`src/rtl/vend_txn_ctrl.sv`:
```
// vend_txn_ctrl: transaction controller for the vending datapath.
// Accepts coin events into a credit register, checks the price of the
// selected item, sequences the dispense pulse and the change return, and
// enforces cancel and an inactivity timeout. Only one operation reaches the
// datapath at a time; coins arriving while busy are refused.
//
// Ports:
//   clk        in   system clock, rising edge
//   rst        in   synchronous active-high reset
//   coin_vld   in   one-cycle coin-accepted strobe
//   coin_val   in   coin value, qualified by coin_vld
//   buy_req    in   one-cycle purchase request
//   sel        in   item select, sampled with buy_req
//   cancel     in   one-cycle refund request
//   balance    out  current credit (registered)
//   dispense   out  product release, held DISP_CYCLES cycles
//   disp_sel   out  item being dispensed, valid while dispense=1
//   change_vld out  one-cycle refund strobe
//   change_amt out  refund value with change_vld, else 0
//   busy       out  high in CHECK, DISPENSE, CHANGE
//   coin_rej   out  one-cycle pulse: coin refused
//   err_insuf  out  one-cycle pulse: purchase refused, insufficient credit
module vend_txn_ctrl #(
    parameter int                   BAL_W          = 4,
    parameter int                   MAX_BAL        = 15,
    parameter logic [4*BAL_W-1:0]   PRICES         = 16'hCA75,
    parameter int                   DISP_CYCLES    = 4,
    parameter int                   TIMEOUT_CYCLES = 1000
) (
    input  logic             clk,
    input  logic             rst,
    input  logic             coin_vld,
    input  logic [BAL_W-1:0] coin_val,
    input  logic             buy_req,
    input  logic [1:0]       sel,
    input  logic             cancel,
    output logic [BAL_W-1:0] balance,
    output logic             dispense,
    output logic [1:0]       disp_sel,
    output logic             change_vld,
    output logic [BAL_W-1:0] change_amt,
    output logic             busy,
    output logic             coin_rej,
    output logic             err_insuf
);

    localparam int TO_W = (TIMEOUT_CYCLES > 2) ? $clog2(TIMEOUT_CYCLES) : 1;
    localparam int DC_W = (DISP_CYCLES > 1) ? $clog2(DISP_CYCLES) : 1;
    localparam logic [BAL_W:0]  MAX_EXT   = (BAL_W+1)'(MAX_BAL);
    localparam logic [TO_W-1:0] TO_LAST   = TO_W'(TIMEOUT_CYCLES - 1);
    localparam logic [DC_W-1:0] DISP_LAST = DC_W'(DISP_CYCLES - 1);

    typedef enum logic [2:0] {
        S_IDLE,
        S_CREDIT,
        S_CHECK,
        S_DISPENSE,
        S_CHANGE
    } state_t;

    state_t           r_state, w_state_nx;
    logic [BAL_W-1:0] r_balance, w_balance_nx;
    logic             r_dispense, w_dispense_nx;
    logic [1:0]       r_disp_sel, w_disp_sel_nx;
    logic [1:0]       r_sel, w_sel_nx;
    logic             r_change_vld, w_change_vld_nx;
    logic [BAL_W-1:0] r_change_amt, w_change_amt_nx;
    logic             r_busy, w_busy_nx;
    logic             r_coin_rej, w_coin_rej_nx;
    logic             r_err_insuf, w_err_insuf_nx;
    logic [TO_W-1:0]  r_to_cnt, w_to_cnt_nx;
    logic [DC_W-1:0]  r_disp_cnt, w_disp_cnt_nx;

    logic [BAL_W:0]   w_sum;
    logic [BAL_W-1:0] w_price;
    logic             w_coin_fits;

    // Extra sum bit keeps an over-limit add from wrapping into a small value.
    assign w_sum       = {1'b0, r_balance} + {1'b0, coin_val};
    assign w_coin_fits = (w_sum <= MAX_EXT);
    assign w_price     = PRICES[int'(r_sel)*BAL_W +: BAL_W];

    always_comb begin
        w_state_nx      = r_state;
        w_balance_nx    = r_balance;
        w_dispense_nx   = 1'b0;
        w_disp_sel_nx   = 2'b00;
        w_sel_nx        = r_sel;
        w_change_vld_nx = 1'b0;
        w_change_amt_nx = '0;
        w_coin_rej_nx   = 1'b0;
        w_err_insuf_nx  = 1'b0;
        w_to_cnt_nx     = r_to_cnt;
        w_disp_cnt_nx   = r_disp_cnt;

        case (r_state)
            S_IDLE: begin
                if (coin_vld) begin
                    if ({1'b0, coin_val} > MAX_EXT) begin
                        w_coin_rej_nx = 1'b1;
                    end else if (coin_val != '0) begin
                        w_balance_nx = coin_val;
                        w_to_cnt_nx  = '0;
                        w_state_nx   = S_CREDIT;
                    end
                end
            end

            S_CREDIT: begin
                if (cancel) begin
                    w_coin_rej_nx   = coin_vld;
                    w_change_vld_nx = 1'b1;
                    w_change_amt_nx = r_balance;
                    w_balance_nx    = '0;
                    w_state_nx      = S_CHANGE;
                end else if (buy_req) begin
                    w_coin_rej_nx = coin_vld;
                    w_sel_nx      = sel;
                    w_state_nx    = S_CHECK;
                end else if (coin_vld && w_coin_fits) begin
                    w_balance_nx = w_sum[BAL_W-1:0];
                    w_to_cnt_nx  = '0;
                end else begin
                    // An over-limit coin is not an accepted event, so the
                    // idle count keeps running through it.
                    w_coin_rej_nx = coin_vld;
                    if (r_to_cnt == TO_LAST) begin
                        w_change_vld_nx = 1'b1;
                        w_change_amt_nx = r_balance;
                        w_balance_nx    = '0;
                        w_state_nx      = S_CHANGE;
                    end else begin
                        w_to_cnt_nx = r_to_cnt + TO_W'(1);
                    end
                end
            end

            S_CHECK: begin
                w_coin_rej_nx = coin_vld;
                if (r_balance >= w_price) begin
                    w_balance_nx  = r_balance - w_price;
                    w_dispense_nx = 1'b1;
                    w_disp_sel_nx = r_sel;
                    w_disp_cnt_nx = '0;
                    w_state_nx    = S_DISPENSE;
                end else begin
                    w_err_insuf_nx = 1'b1;
                    w_to_cnt_nx    = '0;
                    w_state_nx     = S_CREDIT;
                end
            end

            S_DISPENSE: begin
                w_coin_rej_nx = coin_vld;
                if (r_disp_cnt == DISP_LAST) begin
                    if (r_balance != '0) begin
                        w_change_vld_nx = 1'b1;
                        w_change_amt_nx = r_balance;
                        w_balance_nx    = '0;
                        w_state_nx      = S_CHANGE;
                    end else begin
                        w_state_nx = S_IDLE;
                    end
                end else begin
                    w_disp_cnt_nx = r_disp_cnt + DC_W'(1);
                    w_dispense_nx = 1'b1;
                    w_disp_sel_nx = r_sel;
                end
            end

            S_CHANGE: begin
                w_coin_rej_nx = coin_vld;
                w_state_nx    = S_IDLE;
            end

            default: begin
                w_state_nx = S_IDLE;
            end
        endcase

        w_busy_nx = (w_state_nx == S_CHECK) || (w_state_nx == S_DISPENSE) ||
                    (w_state_nx == S_CHANGE);
    end

    always_ff @(posedge clk) begin
        if (rst) begin
            r_state      <= S_IDLE;
            r_balance    <= '0;
            r_dispense   <= 1'b0;
            r_disp_sel   <= 2'b00;
            r_sel        <= 2'b00;
            r_change_vld <= 1'b0;
            r_change_amt <= '0;
            r_busy       <= 1'b0;
            r_coin_rej   <= 1'b0;
            r_err_insuf  <= 1'b0;
            r_to_cnt     <= '0;
            r_disp_cnt   <= '0;
        end else begin
            r_state      <= w_state_nx;
            r_balance    <= w_balance_nx;
            r_dispense   <= w_dispense_nx;
            r_disp_sel   <= w_disp_sel_nx;
            r_sel        <= w_sel_nx;
            r_change_vld <= w_change_vld_nx;
            r_change_amt <= w_change_amt_nx;
            r_busy       <= w_busy_nx;
            r_coin_rej   <= w_coin_rej_nx;
            r_err_insuf  <= w_err_insuf_nx;
            r_to_cnt     <= w_to_cnt_nx;
            r_disp_cnt   <= w_disp_cnt_nx;
        end
    end

    assign balance    = r_balance;
    assign dispense   = r_dispense;
    assign disp_sel   = r_disp_sel;
    assign change_vld = r_change_vld;
    assign change_amt = r_change_amt;
    assign busy       = r_busy;
    assign coin_rej   = r_coin_rej;
    assign err_insuf  = r_err_insuf;

endmodule

```
`config.mk`:
```
export PLATFORM = sky130hd
export DESIGN_NAME = vend_txn_ctrl
export DESIGN_NICKNAME = d
export VERILOG_FILES = /design/src/rtl/vend_txn_ctrl.sv
export SDC_FILE = /design/constraint.sdc
export NUM_CORES = 1
export LEC_CHECK = 0
export BUFFER_PORTS_ARGS = -buffer_cell sky130_fd_sc_hd__buf_2
export CORE_ASPECT_RATIO = 0.7
export CORE_UTILIZATION = 50
export CTS_CLUSTER_SIZE = 12
export DETAILED_ROUTE_END_ITERATION = 16
export PLACE_DENSITY_LB_ADDON = 0.25
export SLEW_MARGIN = 10
export SYNTH_ARGS = -nofsm -noshare
export SYNTH_HDL_FRONTEND = slang
export SYNTH_SLANG_ARGS = --single-unit
export TNS_END_PERCENT = 10
```
`constraint.sdc`:
```
create_clock -name clk -period 2.5 [get_ports clk]
set_input_delay 0.25 -clock clk [delete_from_list [all_inputs] [get_ports clk]]
set_output_delay 0.25 -clock clk [all_outputs]
set_load 0.02 [all_outputs]
```
==> impl_metrics.env <==
export IMPL_grt_pass1_wl_mm=7.30
export IMPL_drc=0
export IMPL_outcome="finished clean"
export IMPL_rr_worst_depth=9
export IMPL_crit_chain="inv_1, ha_1, ha_1, nand2_1, a31oi_2, o21bai_1, nand3_2, or4b_1, a21oi_1"
export IMPL_yosysTopAreaCell="dfxtp_1"
export IMPL_yosysWarningCount=0
export IMPL_cts_made_buffers=5
export IMPL_async_flop_share_pct=0
export IMPL_mostFrequentLayoutCells="dfxtp_1, nor2_1, buf_2, nand2_1, inv_1"
export IMPL_hold_class="in2reg"
export IMPL_whs_endpoint="r_sel[1]"
export IMPL_dr_pass1_iters=4
export IMPL_start_util_pct=52.8
export IMPL_die_w_um=75.1
export IMPL_cpMostUsedCell="ha_1"
export IMPL_yosysTopAreaCellShare_pct=34.3
export IMPL_min_from="sel[1]"
export IMPL_antenna_left=0
export IMPL_synth_area_um2=1870
export IMPL_drt_wl_total_mm=4.41
export IMPL_p_per_area_nw_per_um2=560
export IMPL_clock_sinks=32
export IMPL_maxCapViolCount=0
export IMPL_fin_crit_ns=2.45
export IMPL_io_buffers=25
export IMPL_antenna_cells=0
export IMPL_grtUsageTotal_pct=26.0
export IMPL_worstSetupPathType="reg2reg"
export IMPL_final_common_cell="dfxtp_1"
export IMPL_wl_per_cell_um=14.6
export IMPL_drive_gt1_share_pct=22.1
export IMPL_grt_max_degree=25
export IMPL_core_area_um2=3540
export IMPL_worstMarginPinSlew_ns=0.565
export IMPL_synth_cell_types=54
export IMPL_synth_edff_count=0
export IMPL_ys_seq_area_share_pct=34.3
export IMPL_synth_area_per_cell_um2=8.53
export IMPL_cts_max_path_buffers=2
export IMPL_total_power_uw=1220
export IMPL_viasPerCell=5.60
export IMPL_synth_fp_nets=243
export IMPL_nets=276
export IMPL_layout_setup_ws_ns=0.0518
export IMPL_dieArea_um2=3990
export IMPL_hold_viol_final=0
export IMPL_rrSetupSlack_ns=0.05
export IMPL_die_h_um=53.1
export IMPL_htree_num_levels=2
export IMPL_synthToLayoutAreaGrowth_pct=16.7
export IMPL_place_ws_ns=0.0603
export IMPL_clock_skew_ns=0.00334
export IMPL_cp_arrival_ns=2.66
export IMPL_leakage_uw=0.000877
export IMPL_max_slew_margin_rel_pct=61.9
export IMPL_grt_pass1_vias=1483
export IMPL_ys_ff_latch=32
export IMPL_num_vias=1698
export IMPL_antenna_found_initial=0
export IMPL_max_vdd_ir_drop_mv=0.316
export IMPL_postSynthCellCount=219
export IMPL_path_max_fanout=7
export IMPL_post_route_period_util_pct=97.9
export IMPL_final_setup_viol_count=0
export IMPL_cp_slowest_cell="or4b_1"
export IMPL_startpoint_type="flop"
export IMPL_io_pins=26
export IMPL_place_congestion=0.876
export IMPL_rows=18
export IMPL_drt_iter0_drc=159
export IMPL_r2r_start="r_sel[0]"
export IMPL_clock_fmax_mhz=408
export IMPL_dp_hpwl_mm=3.29
export IMPL_whs_path_depth=3
export IMPL_required_ns=2.71
export IMPL_cp_end_kind="flop"
export IMPL_cts_tree="built"
export IMPL_synthTopCellsByArea="dfxtp_1, ha_1, nor2_1"
export IMPL_grt_ovfl_total=0
export IMPL_rr_endpoint="r_to_cnt[8]"
export IMPL_root_buffer="clkbuf_8"
export IMPL_synth_main_ff_cell="dfxtp_1"
export IMPL_slew_violations=0
export IMPL_slowest_delay_ns=0.51
export IMPL_rsz0062_at_grt="yes"
export IMPL_clkLatencyLatePin_ns=0.28
export IMPL_path_clk_slew_ns=0.06
[timing repair]
item	in CTS	in global routing
hold buffers	0	0
setup buffers	0	0
endpoints found under the setup margin	0	17
gates resized for setup	0	5
[where the power goes]
| part | internal (uW) | switching [uW] | total [uW] | leakage, uW |
|---|---|---|---|---|
| Combinational | 105 | 163 | 269 | 0.000573 |
| Sequential | 527 | 20.0 | 547 | 0.000259 |
| Clock | 224 | 180 | 404 | 0.0000455 |
[per-layer routing]
metal,vias up,GRT usage (%),wire (um)
li1,844,-,-
met1,790,38.2,2350
met2,59,34.1,1690
met3,5,8.57,306
met4,0,10.4,60
met5,-,0,0
[registers in the layout, summed over array words and instances (netlist names)]
name / flops
err_insuf: 1
change_amt: 4
r_state: 3
balance: 4
busy: 1
r_disp_cnt: 2
r_to_cnt: 10
change_vld: 1
coin_rej: 1
dispense: 1
disp_sel: 2
r_sel: 2
[metrics by stage]
step           std cells  utilization (%)  hold WS (ns)  TNS [ns]  area [um2]
2_1_floorplan        219                -         0.328         0        1870
3_5_place_dp         295             58.5         0.449         0        2070
6_report             303             61.6         0.215         0        2180
3_3_place_gp         295             58.5         0.447         0        2070
4_1_cts              303             61.0         0.202         0        2160
5_1_grt              303             61.6         0.230    -0.307        2180
[cell usage after synthesis, types with 3 or more instances]
cell type / instances
nor3_1: 7
clkbuf_1: 4
xnor2_1: 3
inv_1: 15
or3_1: 4
o221ai_1: 3
nand2_1: 17
o21ai_0: 8
xor2_1: 6
o21bai_1: 3
o41ai_1: 3
nor4_1: 3
o31ai_1: 5
a21oi_1: 12
dfxtp_1: 32
nand3_1: 11
nor2_1: 27
ha_1: 11
[kinds of logic after synthesis]
family,after synthesis,share of synthesized area (%)
and+or+nand+nor,89,24.6
AOI/OAI and AO/OA,51,20.0
DFF,32,34.3
buffers and inverters,23,6.30
adders and majority gates,13,9.51
xor gates and xnor gates,9,4.22
muxes,2,1.14
[critical path, delay by kind of cell (launching register included)]
family / cells / cell delay (ns)
AO/OA/AOI/OAI: 3 / 0.59
adder cells (fa/ha/maj): 2 / 0.62
buffers and inverters: 1 / 0.06
flip-flops: 1 / 0.32
AND/OR/NAND/NOR: 3 / 0.80
[worst max-delay path by stage]
stage               slack [ns]       start  depth (start not counted)             to
floorplan                 0.03  balance[0]                          9  r_disp_cnt[1]
global placement          0.12    r_sel[0]                          9  r_disp_cnt[1]
detailed placement        0.06    r_sel[0]                         10    r_to_cnt[7]
CTS                       0.03    r_sel[0]                         10    r_to_cnt[7]
global route             -0.11    r_sel[0]                          9  r_disp_cnt[1]
finish                    0.05    r_sel[0]                          9    r_to_cnt[8]
[layout make-up]
cell class / count / area, um2
Multi-Input combinational cell: 164 / 1140
Sequential cell: 32 / 641
Inverter: 15 / 56.3
Fill cell: 320 / 1360
Clock buffer: 8 / 90.1
Tap cell: 50 / 62.6
Timing Repair Buffer: 34 / 193
(Power assumes the default switching activity.)
